===== config.mk =====
export PLATFORM = sky130hd
export DESIGN_NAME = multicore_mem_arbiter_flat
export DESIGN_NICKNAME = d
export VERILOG_FILES = /design/src/rtl/multicore_mem_arbiter_if.sv /design/src/rtl/multicore_mem_arbiter.sv /design/src/flat_wrapper.sv
export SDC_FILE = /design/constraint.sdc
export NUM_CORES = 1
export LEC_CHECK = 0
export CELL_PAD_IN_SITES_DETAIL_PLACEMENT = 1
export CELL_PAD_IN_SITES_GLOBAL_PLACEMENT = 2
export CORE_ASPECT_RATIO = 1.1
export CORE_MARGIN = 5
export CORE_UTILIZATION = 19
export CTS_BUF_LIST = sky130_fd_sc_hd__clkbuf_8
export DETAILED_ROUTE_END_ITERATION = 16
export HOLD_SLACK_MARGIN = 0.03
export PLACE_DENSITY_LB_ADDON = 0.1
export SLEW_MARGIN = 20
export SYNTH_ARGS = -nofsm -noshare
export SYNTH_HDL_FRONTEND = slang
export SYNTH_SLANG_ARGS = --single-unit

===== constraint.sdc =====
create_clock -name clk -period 1.9 [get_ports clk]
set_input_delay 0.38 -clock clk [delete_from_list [all_inputs] [get_ports clk]]
set_output_delay 0.38 -clock clk [all_outputs]
set_load 0.02 [all_outputs]

===== src/rtl/multicore_mem_arbiter_if.sv =====
// Bus between the cores, the arbiter and the single data memory.
// slave is the arbiter side; master is the cores-plus-memory side.
interface multicore_mem_arbiter_if #(
    parameter int NUM_CORES = 4,
    parameter int ADDR_W    = 12,
    parameter int DATA_W    = 17
);
    logic [NUM_CORES-1:0]        core_req;
    logic [NUM_CORES-1:0]        core_we;
    logic [NUM_CORES*ADDR_W-1:0] core_addr;
    logic [NUM_CORES*DATA_W-1:0] core_wdata;
    logic [NUM_CORES-1:0]        core_end;
    logic [NUM_CORES-1:0]        core_grant;
    logic [NUM_CORES-1:0]        core_done;
    logic [DATA_W-1:0]           core_rdata;
    logic                        mem_en;
    logic [ADDR_W-1:0]           mem_addr;
    logic [DATA_W-1:0]           mem_wdata;
    logic [DATA_W-1:0]           mem_rdata;
    logic                        all_done;

    modport slave (
        input  core_req, core_we, core_addr, core_wdata, core_end, mem_rdata,
        output core_grant, core_done, core_rdata, mem_en, mem_addr, mem_wdata, all_done
    );

    modport master (
        output core_req, core_we, core_addr, core_wdata, core_end, mem_rdata,
        input  core_grant, core_done, core_rdata, mem_en, mem_addr, mem_wdata, all_done
    );
endinterface


===== src/rtl/multicore_mem_arbiter.sv =====
// Shares one data memory among NUM_CORES cores, one access per 3 cycles (ARB->ACCESS->RESP).
// Grant 1 cycle after a request seen in ARB; losing cores stay pending on core_req until granted.
module multicore_mem_arbiter #(
    parameter int NUM_CORES = 4,
    parameter int ADDR_W    = 12,
    parameter int DATA_W    = 17,
    parameter int RR_MODE   = 1
) (
    input  logic                   clk,
    input  logic                   rst,
    multicore_mem_arbiter_if.slave bus
);
    localparam int IDX_W = (NUM_CORES > 1) ? $clog2(NUM_CORES) : 1;

    typedef enum logic [1:0] {ARB, ACCESS, RESP} state_t;

    state_t               state_q;
    logic [IDX_W-1:0]     last_win_q;
    logic [NUM_CORES-1:0] grant_q;
    logic [NUM_CORES-1:0] done_q;
    logic [NUM_CORES-1:0] ended_q;
    logic                 mem_en_q;
    logic                 all_done_q;
    logic [ADDR_W-1:0]    mem_addr_q;
    logic [DATA_W-1:0]    mem_wdata_q;
    logic [DATA_W-1:0]    rdata_q;

    logic [IDX_W-1:0]     win_d;
    logic                 win_vld_d;
    logic [IDX_W-1:0]     cand;
    int                   idx;

    logic [ADDR_W-1:0]    addr_a  [NUM_CORES];
    logic [DATA_W-1:0]    wdata_a [NUM_CORES];

    for (genvar i = 0; i < NUM_CORES; i++) begin : g_unpack
        assign addr_a[i]  = bus.core_addr[i*ADDR_W +: ADDR_W];
        assign wdata_a[i] = bus.core_wdata[i*DATA_W +: DATA_W];
    end

    function automatic logic [NUM_CORES-1:0] onehot(input logic [IDX_W-1:0] i);
        onehot    = '0;
        onehot[i] = 1'b1;
    endfunction

    // Scan from the lowest-priority slot upward so the last hit is the highest-priority requester.
    always_comb begin
        win_d     = '0;
        win_vld_d = 1'b0;
        idx       = 0;
        cand      = '0;
        for (int k = NUM_CORES - 1; k >= 0; k--) begin
            if (RR_MODE != 0) begin
                idx = int'(last_win_q) + 1 + k;
                if (idx >= NUM_CORES) begin
                    idx = idx - NUM_CORES;
                end
            end else begin
                idx = k;
            end
            cand = IDX_W'(idx);
            if (bus.core_req[cand]) begin
                win_d     = cand;
                win_vld_d = 1'b1;
            end
        end
    end

    always_ff @(posedge clk) begin
        if (rst) begin
            state_q     <= ARB;
            last_win_q  <= IDX_W'(NUM_CORES - 1);
            grant_q     <= '0;
            done_q      <= '0;
            ended_q     <= '0;
            mem_en_q    <= 1'b0;
            all_done_q  <= 1'b0;
            mem_addr_q  <= '0;
            mem_wdata_q <= '0;
            rdata_q     <= '0;
        end else begin
            grant_q    <= '0;
            done_q     <= '0;
            mem_en_q   <= 1'b0;
            ended_q    <= ended_q | bus.core_end;
            all_done_q <= &ended_q;
            unique case (state_q)
                ARB: begin
                    if (win_vld_d) begin
                        state_q     <= ACCESS;
                        last_win_q  <= win_d;
                        grant_q     <= onehot(win_d);
                        mem_en_q    <= bus.core_we[win_d];
                        mem_addr_q  <= addr_a[win_d];
                        mem_wdata_q <= wdata_a[win_d];
                    end
                end
                ACCESS: begin
                    state_q <= RESP;
                    done_q  <= onehot(last_win_q);
                end
                RESP: begin
                    // Memory data for the address presented in ACCESS is valid now.
                    state_q <= ARB;
                    rdata_q <= bus.mem_rdata;
                end
                default: state_q <= ARB;
            endcase
        end
    end

    assign bus.core_grant = grant_q;
    assign bus.core_done  = done_q;
    assign bus.core_rdata = rdata_q;
    assign bus.mem_en     = mem_en_q;
    assign bus.mem_addr   = mem_addr_q;
    assign bus.mem_wdata  = mem_wdata_q;
    assign bus.all_done   = all_done_q;
endmodule


===== src/flat_wrapper.sv =====
// flat-port wrapper written by rule: the top's interface ports become plain ports
module multicore_mem_arbiter_flat 
#(
    parameter int NUM_CORES = 4,
    parameter int ADDR_W    = 12,
    parameter int DATA_W    = 17,
    parameter int RR_MODE   = 1
)
  (clk, rst, bus_core_req, bus_core_we, bus_core_addr, bus_core_wdata, bus_core_end, bus_mem_rdata, bus_core_grant, bus_core_done, bus_core_rdata, bus_mem_en, bus_mem_addr, bus_mem_wdata, bus_all_done);
  multicore_mem_arbiter_if #(.NUM_CORES(NUM_CORES), .ADDR_W(ADDR_W), .DATA_W(DATA_W)) bus_i ();
  input  logic clk;
  input  logic rst;
  input wire logic [$bits(bus_i.core_req)-1:0] bus_core_req;
  input wire logic [$bits(bus_i.core_we)-1:0] bus_core_we;
  input wire logic [$bits(bus_i.core_addr)-1:0] bus_core_addr;
  input wire logic [$bits(bus_i.core_wdata)-1:0] bus_core_wdata;
  input wire logic [$bits(bus_i.core_end)-1:0] bus_core_end;
  input wire logic [$bits(bus_i.mem_rdata)-1:0] bus_mem_rdata;
  output wire logic [$bits(bus_i.core_grant)-1:0] bus_core_grant;
  output wire logic [$bits(bus_i.core_done)-1:0] bus_core_done;
  output wire logic [$bits(bus_i.core_rdata)-1:0] bus_core_rdata;
  output wire logic [$bits(bus_i.mem_en)-1:0] bus_mem_en;
  output wire logic [$bits(bus_i.mem_addr)-1:0] bus_mem_addr;
  output wire logic [$bits(bus_i.mem_wdata)-1:0] bus_mem_wdata;
  output wire logic [$bits(bus_i.all_done)-1:0] bus_all_done;
  assign bus_i.core_req = bus_core_req;
  assign bus_i.core_we = bus_core_we;
  assign bus_i.core_addr = bus_core_addr;
  assign bus_i.core_wdata = bus_core_wdata;
  assign bus_i.core_end = bus_core_end;
  assign bus_i.mem_rdata = bus_mem_rdata;
  assign bus_core_grant = bus_i.core_grant;
  assign bus_core_done = bus_i.core_done;
  assign bus_core_rdata = bus_i.core_rdata;
  assign bus_mem_en = bus_i.mem_en;
  assign bus_mem_addr = bus_i.mem_addr;
  assign bus_mem_wdata = bus_i.mem_wdata;
  assign bus_all_done = bus_i.all_done;
  multicore_mem_arbiter #(.NUM_CORES(NUM_CORES), .ADDR_W(ADDR_W), .DATA_W(DATA_W), .RR_MODE(RR_MODE)) u_core (.clk(clk), .rst(rst), .bus(bus_i));
endmodule

* Word-level counts from Yosys, hierarchy flattened
Index checks and enable logic that the tools add are counted.
** Storage, ports and cells
- Bits in writable memories :: 0
- Register bits :: 64
- ROM bits :: 0
- Output and inout port bits :: 56
- Memories :: 0
- Latch bits :: 0
- Word-level logic and storage cells :: 80
** Cells by class
- Multipliers :: 0
- Div/mod/pow operators :: 0
- Multiplexer cells :: 34
- $lt $le $gt $ge :: 13
- Reduce and logical (&&, ||, !) cells :: 7
- Equality and inequality tests :: 3
- Add/subtract/negate cells :: 8
- Bitwise operators :: 5
- Shift-type cells :: 0
** Operator list (count)
- $ge A32 B4 Y1 const B :: 2
- $bmux W17 S2 :: 1
- $mux W17 :: 2
- $bmux W12 S2 :: 1
- $mux W12 :: 2
- $lt A2 B3 Y1 const B :: 6
- $mux W2 :: 9
- $mux W1 :: 11
- $bmux W1 S2 :: 5
- $add A3 B2 Y4 const B :: 2
- $sub A2 B1 Y2 const B :: 4
- $ge A3 B3 Y1 const B :: 2
- $add A3 B1 Y4 const B :: 1
- $demux W1 S2 :: 2
- $ge A2 B1 Y1 const B :: 2
- $ge A4 B3 Y1 const B :: 1
- $or A4 B4 Y4 :: 1
- $pmux W2 S2 :: 1
- $reduce_and A4 Y1 :: 1
- $add A2 B1 Y3 const B :: 1
- $not A1 Y1 :: 3
- $not A2 Y3 :: 1
- $reduce_or A3 Y1 :: 1
- $eq A2 B1 Y1 const B :: 1
- other kinds (6) :: 7

* Longest topological paths before layout
- Depth after elaboration :: 14
- Depth in mapped cells :: 11

* Worst setup path before layout
Ideal clock, no wire load.
- Path kind :: reg2reg
- Start point :: register u_core.last_win_q[0]
- End point :: register u_core.mem_addr_q[10] (netlist: u_core.bus.mem_addr[10])
- Setup slack :: -159 ps
- Period minus slack after synthesis :: 2059 ps
- Data required time :: 1775 ps
- Stages on the path, launching flop included :: 12
- Data arrival time :: 1934 ps
- Cells stage by stage :: dfxtp_1 buf_2 inv_1 ha_1 buf_4 inv_1 a21boi_1 o221a_1 buf_4 buf_6 mux2i_1 o22ai_2
** Between the ends
- Longest elaborated chain between the ends :: 14
- Elaborated cells between the ends (all ways) :: 37
** Ends and longest elaborated chain
- from (decl) :: RTL line multicore_mem_arbiter.sv:18 : logic [IDX_W-1:0] last_win_q;
- from (signal assigned) :: RTL line multicore_mem_arbiter.sv:72 : last_win_q <= IDX_W'(NUM_CORES - 1);
- from (signal assigned) :: RTL line multicore_mem_arbiter.sv:91 : last_win_q <= win_d;
- $add A2 B1 Y3 (*) :: RTL line multicore_mem_arbiter.sv:54 : idx = int'(last_win_q) + 1 + k;
- branches (longest 13 deep; another with $ge A32 B4 Y1)
- to (signal assigned) :: RTL line multicore_mem_arbiter.sv:94 : mem_addr_q <= addr_a[win_d];
- to (decl) :: RTL line multicore_mem_arbiter.sv:24 : logic [ADDR_W-1:0] mem_addr_q;
Mark *: on every way between the ends. The select of a mux whose other input is x is not followed.
A chain may end at the register's enable or synchronous reset.

* Final worst setup path
- Start point :: register u_core.last_win_q[0]
- End point :: register u_core.mem_wdata_q[15] (netlist: u_core.bus.mem_wdata[15])
** Between the ends
- Longest elaborated chain between the ends :: 14
- Elaborated cells between the ends (all ways) :: 37
** Ends and longest elaborated chain
- $add A2 B1 Y3 (*) :: RTL line multicore_mem_arbiter.sv:54
- branches (longest 13 deep; another with $ge A32 B4 Y1)
- to (signal assigned) :: RTL line multicore_mem_arbiter.sv:95 : mem_wdata_q <= wdata_a[win_d];
- to (decl) :: RTL line multicore_mem_arbiter.sv:25 : logic [DATA_W-1:0] mem_wdata_q;
Marked as above.

==> out/results.ini <==
[run_status]
status=finished with violations
violations=setup timing

[critical_path]
reg2regPathDepth=8
slowest_delay_ps=340
worstReg2RegEnd=u_core.bus.mem_wdata[15]
cp_top_family=compound AO/OA/AOI/OAI gates
worstPathArrival_ps=2190
end_kind=flop
crit_fanout=18
worstPathCellList=inv_2 > ha_4 > and2b_1 > o21ai_2 > o221a_4 > buf_12 > mux2i_2 > o22ai_2
r2r_slack_ps=-50
worstSetupStartpointType=flop
path_buf_inv=2
crit_required_ps=2150
slowest_stage=dfxtp_2
crit_type=reg2reg
r2r-start=u_core.last_win_q[0]

[route]
drc=0
wirelength_mm=14.7
wire_per_inst_um=17.5
drtIter0Drc=81
vias=3648
via_per_inst=4.34
ant_nets=0
firstDrtPassIters=4

[die]
die-area_mm2=0.0213
ioPinCount=203
core.rowCount=52
die_h_um=152
start_util_pct=19.2
coreArea_mm2=0.0183
die_width_um=140

[synth]
synth_top_area_cell=dfxtp_1
yosysWarnings=0
synthCells=362
yosys_most_used_dff=dfxtp_1
syn-cell-area_mm2=0.00351
yosysUniqueCellTypes=38
avgSynthCellArea_um2=9.69
synth_edf_count=0
synth_nets=513
synthArstFlopShare_pct=0
synth_top_cell_area_share_pct=36.5
yosys-top-cells-count=64 x dfxtp_1, 49 x a21oi_1, 39 x nand2_1
synth_seq_cells=64
synth_area_leaders=dfxtp_1 37%, a221oi_2 12%, mux2i_1 8.8%, a21oi_1 7.0%, o22ai_2 5.0%
synth_most_common_cell=dfxtp_1
yosysSeqAreaShare_pct=36.5

[cts]
clock_sinks=64
hold_buffers=0
cts_tree=built
h-tree-depth=3
clockBufferDepth=2
clk-insertion-delay-late_ps=360
clockRootBuffer=clkbuf_8
clk_pin_slew_worst_paths_ps=80
numCtsBuffers=9

[timing]
final.setup.worst_slack_ps=-48.2
layout_min_cycle_time_ps=1950
rsz0062_at_grt=yes
fmax_mhz=513
finalSetupViolCount=14
slew_viol_final=0
tns_ps=-326
maxSlewHeadroom_pct=67.9
min_period_over_period_pct=103
clock-skew-final_ps=8.92
hold_slack_ps=457
hold_violations=0
worstMarginPinSlew_ps=482

[finish]
area_delta_synth_final_pct=88.2
fin_util_pct=36.1
n_antenna_cell=0
final_nets=745
nFillCells=2018
drive_gt1_share_pct=22.9

[global_route]
overflow=0
grt_pass1_vias=4096
grtUsageTotal_pct=13.7
grt_pass1_wl_mm=23.0
antenna_found_initial=0
grt_max_degree=32

[placed_design]
dp_hpwl_mm=11.2
place_congestion=0.721
io_buffers=202

[power]
power_density_mw_per_mm2=901
net-switching-power_mw=2.10
vdd_drop_max_mv=0.400
sw_frac_of_total_pct=35.3
power_frac_comb_pct=51.9
internal_power_mw=3.85
pwr-share-seq_pct=28.6
power.share.clock_pct=19.5
power.leakage_nw=2.41

[run]
max_cap_viol_count=0

[worst_hold_path]
whs_path_depth=2
min_from=u_core.bus.core_rdata[9]
holdCritPathClass=reg2reg
min_to=u_core.bus.core_rdata[9]

[power by group through the flow]
stage / registers (mW) / logic (mW) / clock network, mW
finish: 1.70 / 3.09 / 1.16
global route: 1.73 / 3.30 / 1.30
CTS: 1.70 / 3.12 / 1.24
detailed placement: 1.73 / 2.83 / 0
global placement: 1.71 / 2.81 / 0
floorplan: 1.97 / 1.26 / 0
[cells by family (layout without fill, tap and decap cells)]
kind of cell / after synthesis / count (layout) / share of synthesized area, %
AOI/OAI and AO/OA: 122 / 122 / 30.0
and+or+nand+nor: 100 / 100 / 15.2
muxes: 31 / 31 / 8.85
adders and majority gates: 4 / 4 / 1.43
buffers and inverters: 41 / 277 / 7.92
DFF: 64 / 64 / 36.5
[cells in the final DEF, fill, tap and decap left out, types with 3 or more instances in the layout]
cell type,netlist,routed
a21oi_1,49,48
nor2_1,11,11
o22ai_2,14,14
a221oi_2,28,20
clkinv_2,0,3
or2_0,10,10
ha_1,4,3
and3_1,5,4
dfxtp_1,64,62
a221oi_4,0,8
clkbuf_8,0,9
o22ai_1,16,16
clkdlybuf4s50_1,0,201
mux2i_1,31,21
inv_1,5,3
buf_4,9,38
mux2i_2,0,6
mux2i_4,0,4
nand2b_1,20,20
nand2_1,39,39
and2_1,6,6
buf_12,0,14
[what timing repair did]
item,CTS,global route
setup buffers,4,1
gates resized for setup,25,13
setup endpoints to repair,29,30
hold endpoints to repair,0,0
pin swaps,9,10
gates cloned,2,0
[stage by stage]
stage | power (mW) | std cells | area [um2] | setup WS (ps)
after global placement | 4.53 | 821 | 6130 | -378
after detailed placement | 4.56 | 821 | 6130 | -419
after floorplan | 3.23 | 362 | 3540 | 3.04
final | 5.94 | 841 | 6600 | -48.2
after CTS | 6.06 | 842 | 6550 | -55.0
after global routing | 6.32 | 841 | 6600 | -143
[tightest hold or removal path: stages (launching register included)]
cell	delay, ps
dfxtp_1	310
nand2_1	50
a21oi_1	50
[worst max-delay path by stage]
stage                               startpoint                       end  depth (start not counted)  slack [ps]
after detailed placement       bus_core_req[3]   u_core.bus.mem_wdata[1]                          7        -420
after global placement         bus_core_req[3]   u_core.bus.mem_wdata[1]                          7        -380
after floorplan           u_core.last_win_q[0]  u_core.bus.mem_wdata[11]                         10           3
after global routing      u_core.last_win_q[1]  u_core.bus.mem_wdata[15]                          8        -140
after CTS                 u_core.last_win_q[1]  u_core.bus.mem_wdata[11]                          8         -50
final                     u_core.last_win_q[0]  u_core.bus.mem_wdata[15]                          8         -50
[registers in the layout, indices dropped and copies added (netlist names)]
name                   count
u_core.bus.core_rdata     17
u_core.bus.mem_wdata      17
u_core.bus.mem_addr       12
u_core.bus.core_done       4
u_core.bus.core_grant      4
u_core.ended_q             4
u_core.last_win_q          2
u_core.state_q             2
u_core.bus.all_done        1
u_core.bus.mem_en          1
[area by class of cell]
cell class                      instances  area, um2  area share (%)
Clock buffer                            9        124            1.88
Tap cell                              243        304            4.61
Inverter                                5       18.8           0.284
Timing Repair Buffer                  257       2630            39.9
Multi-Input combinational cell        257       2170            32.9
Clock inverter                          6       61.3           0.929
Sequential cell                        64       1280            19.5
[routing by layer]
metal	global-route usage [%]	up-vias	routed length, um
met1	15.7	1710	6140
met2	23.4	132	7180
met3	5.49	13	1190
met5	0	-	0
met4	4.43	0	214
li1	-	1793	-
(Power assumes the default switching activity.)
==> edit, RTL diff (config.mk and constraints unchanged) <==
`ADDR_W` is set to 12 in 3 places; all go to 10.
--- a/src/rtl/multicore_mem_arbiter_if.sv
+++ b/src/rtl/multicore_mem_arbiter_if.sv
@@ -2,7 +2,7 @@
 // slave is the arbiter side; master is the cores-plus-memory side.
 interface multicore_mem_arbiter_if #(
     parameter int NUM_CORES = 4,
-    parameter int ADDR_W    = 12,
+    parameter int ADDR_W    = 10,
     parameter int DATA_W    = 17
 );
     logic [NUM_CORES-1:0]        core_req;
--- a/src/rtl/multicore_mem_arbiter.sv
+++ b/src/rtl/multicore_mem_arbiter.sv
@@ -2,7 +2,7 @@
 // Grant 1 cycle after a request seen in ARB; losing cores stay pending on core_req until granted.
 module multicore_mem_arbiter #(
     parameter int NUM_CORES = 4,
-    parameter int ADDR_W    = 12,
+    parameter int ADDR_W    = 10,
     parameter int DATA_W    = 17,
     parameter int RR_MODE   = 1
 ) (
--- a/src/flat_wrapper.sv
+++ b/src/flat_wrapper.sv
@@ -2,7 +2,7 @@
 module multicore_mem_arbiter_flat 
 #(
     parameter int NUM_CORES = 4,
-    parameter int ADDR_W    = 12,
+    parameter int ADDR_W    = 10,
     parameter int DATA_W    = 17,
     parameter int RR_MODE   = 1
 )
Ports: changed (resized bus_core_addr and bus_mem_addr); port bits go from 203 to 193. No check against the original RTL was run, so the function may have changed too.
==> edit against the original RTL <==
The flow still finishes with violations (negative setup slack). Non-clock buffer count down 20. Critical endpoint unchanged. Critical path depth up 1. Sequential cell count down 2. Critical path type unchanged. Cell area down 4.4%. Setup slack better by 23 ps. Routed wire length down 0.35%. Total power down 2.6%. Synthesized area down 8.1%.
==> edit: results (changes against the original RTL) <==
* Status: finished, violations left
* Failing checks: negative setup slack
* Post-Layout Cell Count at 781 (-7.1%)
* Bufs w/o clock at 237 (-7.8%)
* Met2 routed WL at 7.37 mm (+2.6%)
* Clock buffers at 11 (+2)
* Leak Pwr at 0.00233 uW (-3.4%)
* WL met1 at 5.96 mm (-3.0%)
* Reg area at 1240 sq um (-3.1%)
* Combinational power at 2810 uW (-9.1%)
* Worst r2r path cells at 9 (+1)
* Post-CTS setup buffer count at 6 (+2)
* Mapped Nets at 495 (-3.5%)
* FF+latch count, synth at 62 (-3.1%)
* DP Area at 5500 sq um (-10%)
* Placer congestion estimate at 0.741 (+2.8%)
* Post-route setup slack at -25.4 ps (+22.8 ps)
* IR drop worst, VDD at 0.000399 V (-0.34%)
* IO Port Bufs at 192 (-5.0%)
* Multi-input combinational area share at 0.321 (-0.00845)
* Comb_multi_in at 250 (-2.7%)
* Cell variety after synth at 45 (+18%)
* Complex-gate fraction of the synthesized area at 0.261 (-0.0391)
* Mux contribution to synthesized area at 0.0839 (-0.00463)
* Clk_skew at 10.8 ps (+1.86 ps)
* Crit-path max FO at 7 (-11)
* Final HPWL DP at 10.3 mm (-7.9%)
* Logic inverters at 8 (+3)
* 1st-iter DRT viols at 77 (-4.9%)
* Total die area at 19,700 sq um (-7.6%)
* First-pass GRT wire length at 21.8 mm (-5.0%)
* # setup viols final at 8 (-6)
* Clock buf/inv share at 0.0369 (+0.00883)
* Grt met3 use at 0.0527 (-0.00221)
* Sum Neg Setup Slack at -100 ps (+226 ps)
* Number of global-route vias before repair at 3,955 (-3.4%)
* Area delta synth->final at 95.7%
* Routed WL at 14.7 mm (-0.35%)
* Synth Area in Adders at 0.0155 (+0.00126)
* Placed instance count at 748 (-8.9%)
* Met1 Track Usage GR at 0.167 (+0.0104)
* Sw Ratio at 0.340 (-0.0131)
* R2r startpoint: u_core.last_win_q[1]
* Internal power at 3820 uW (-0.59%)
edit: cell types whose count changed after synthesis, sizes merged, moves of 3 or more:
cell / unedited run / this run
mux2i: 31 / 27
nor2: 11 / 15
inv: 5 / 8
buf: 30 / 22
o22ai: 30 / 27
clkbuf: 6 / 11
or2: 10 / 0
or2b: 0 / 8
edit: worst max path at each step:
| stage | slack, ps | cells after the start | to | startpoint |
|---|---|---|---|---|
| CTS | -30 | 9 | u_core.bus.mem_wdata[14] | u_core.last_win_q[0] |
| floorplan | 0.9 | 11 | u_core.bus.mem_addr[4] | u_core.last_win_q[0] |
| global route | -160 | 9 | u_core.bus.mem_wdata[14] | u_core.last_win_q[0] |
| finish | -30 | 9 | u_core.bus.mem_wdata[15] | u_core.last_win_q[1] |
| detailed placement | -370 | 6 | u_core.bus.mem_wdata[15] | bus_core_req[2] |
| global placement | -360 | 6 | u_core.bus.mem_addr[2] | bus_core_req[2] |
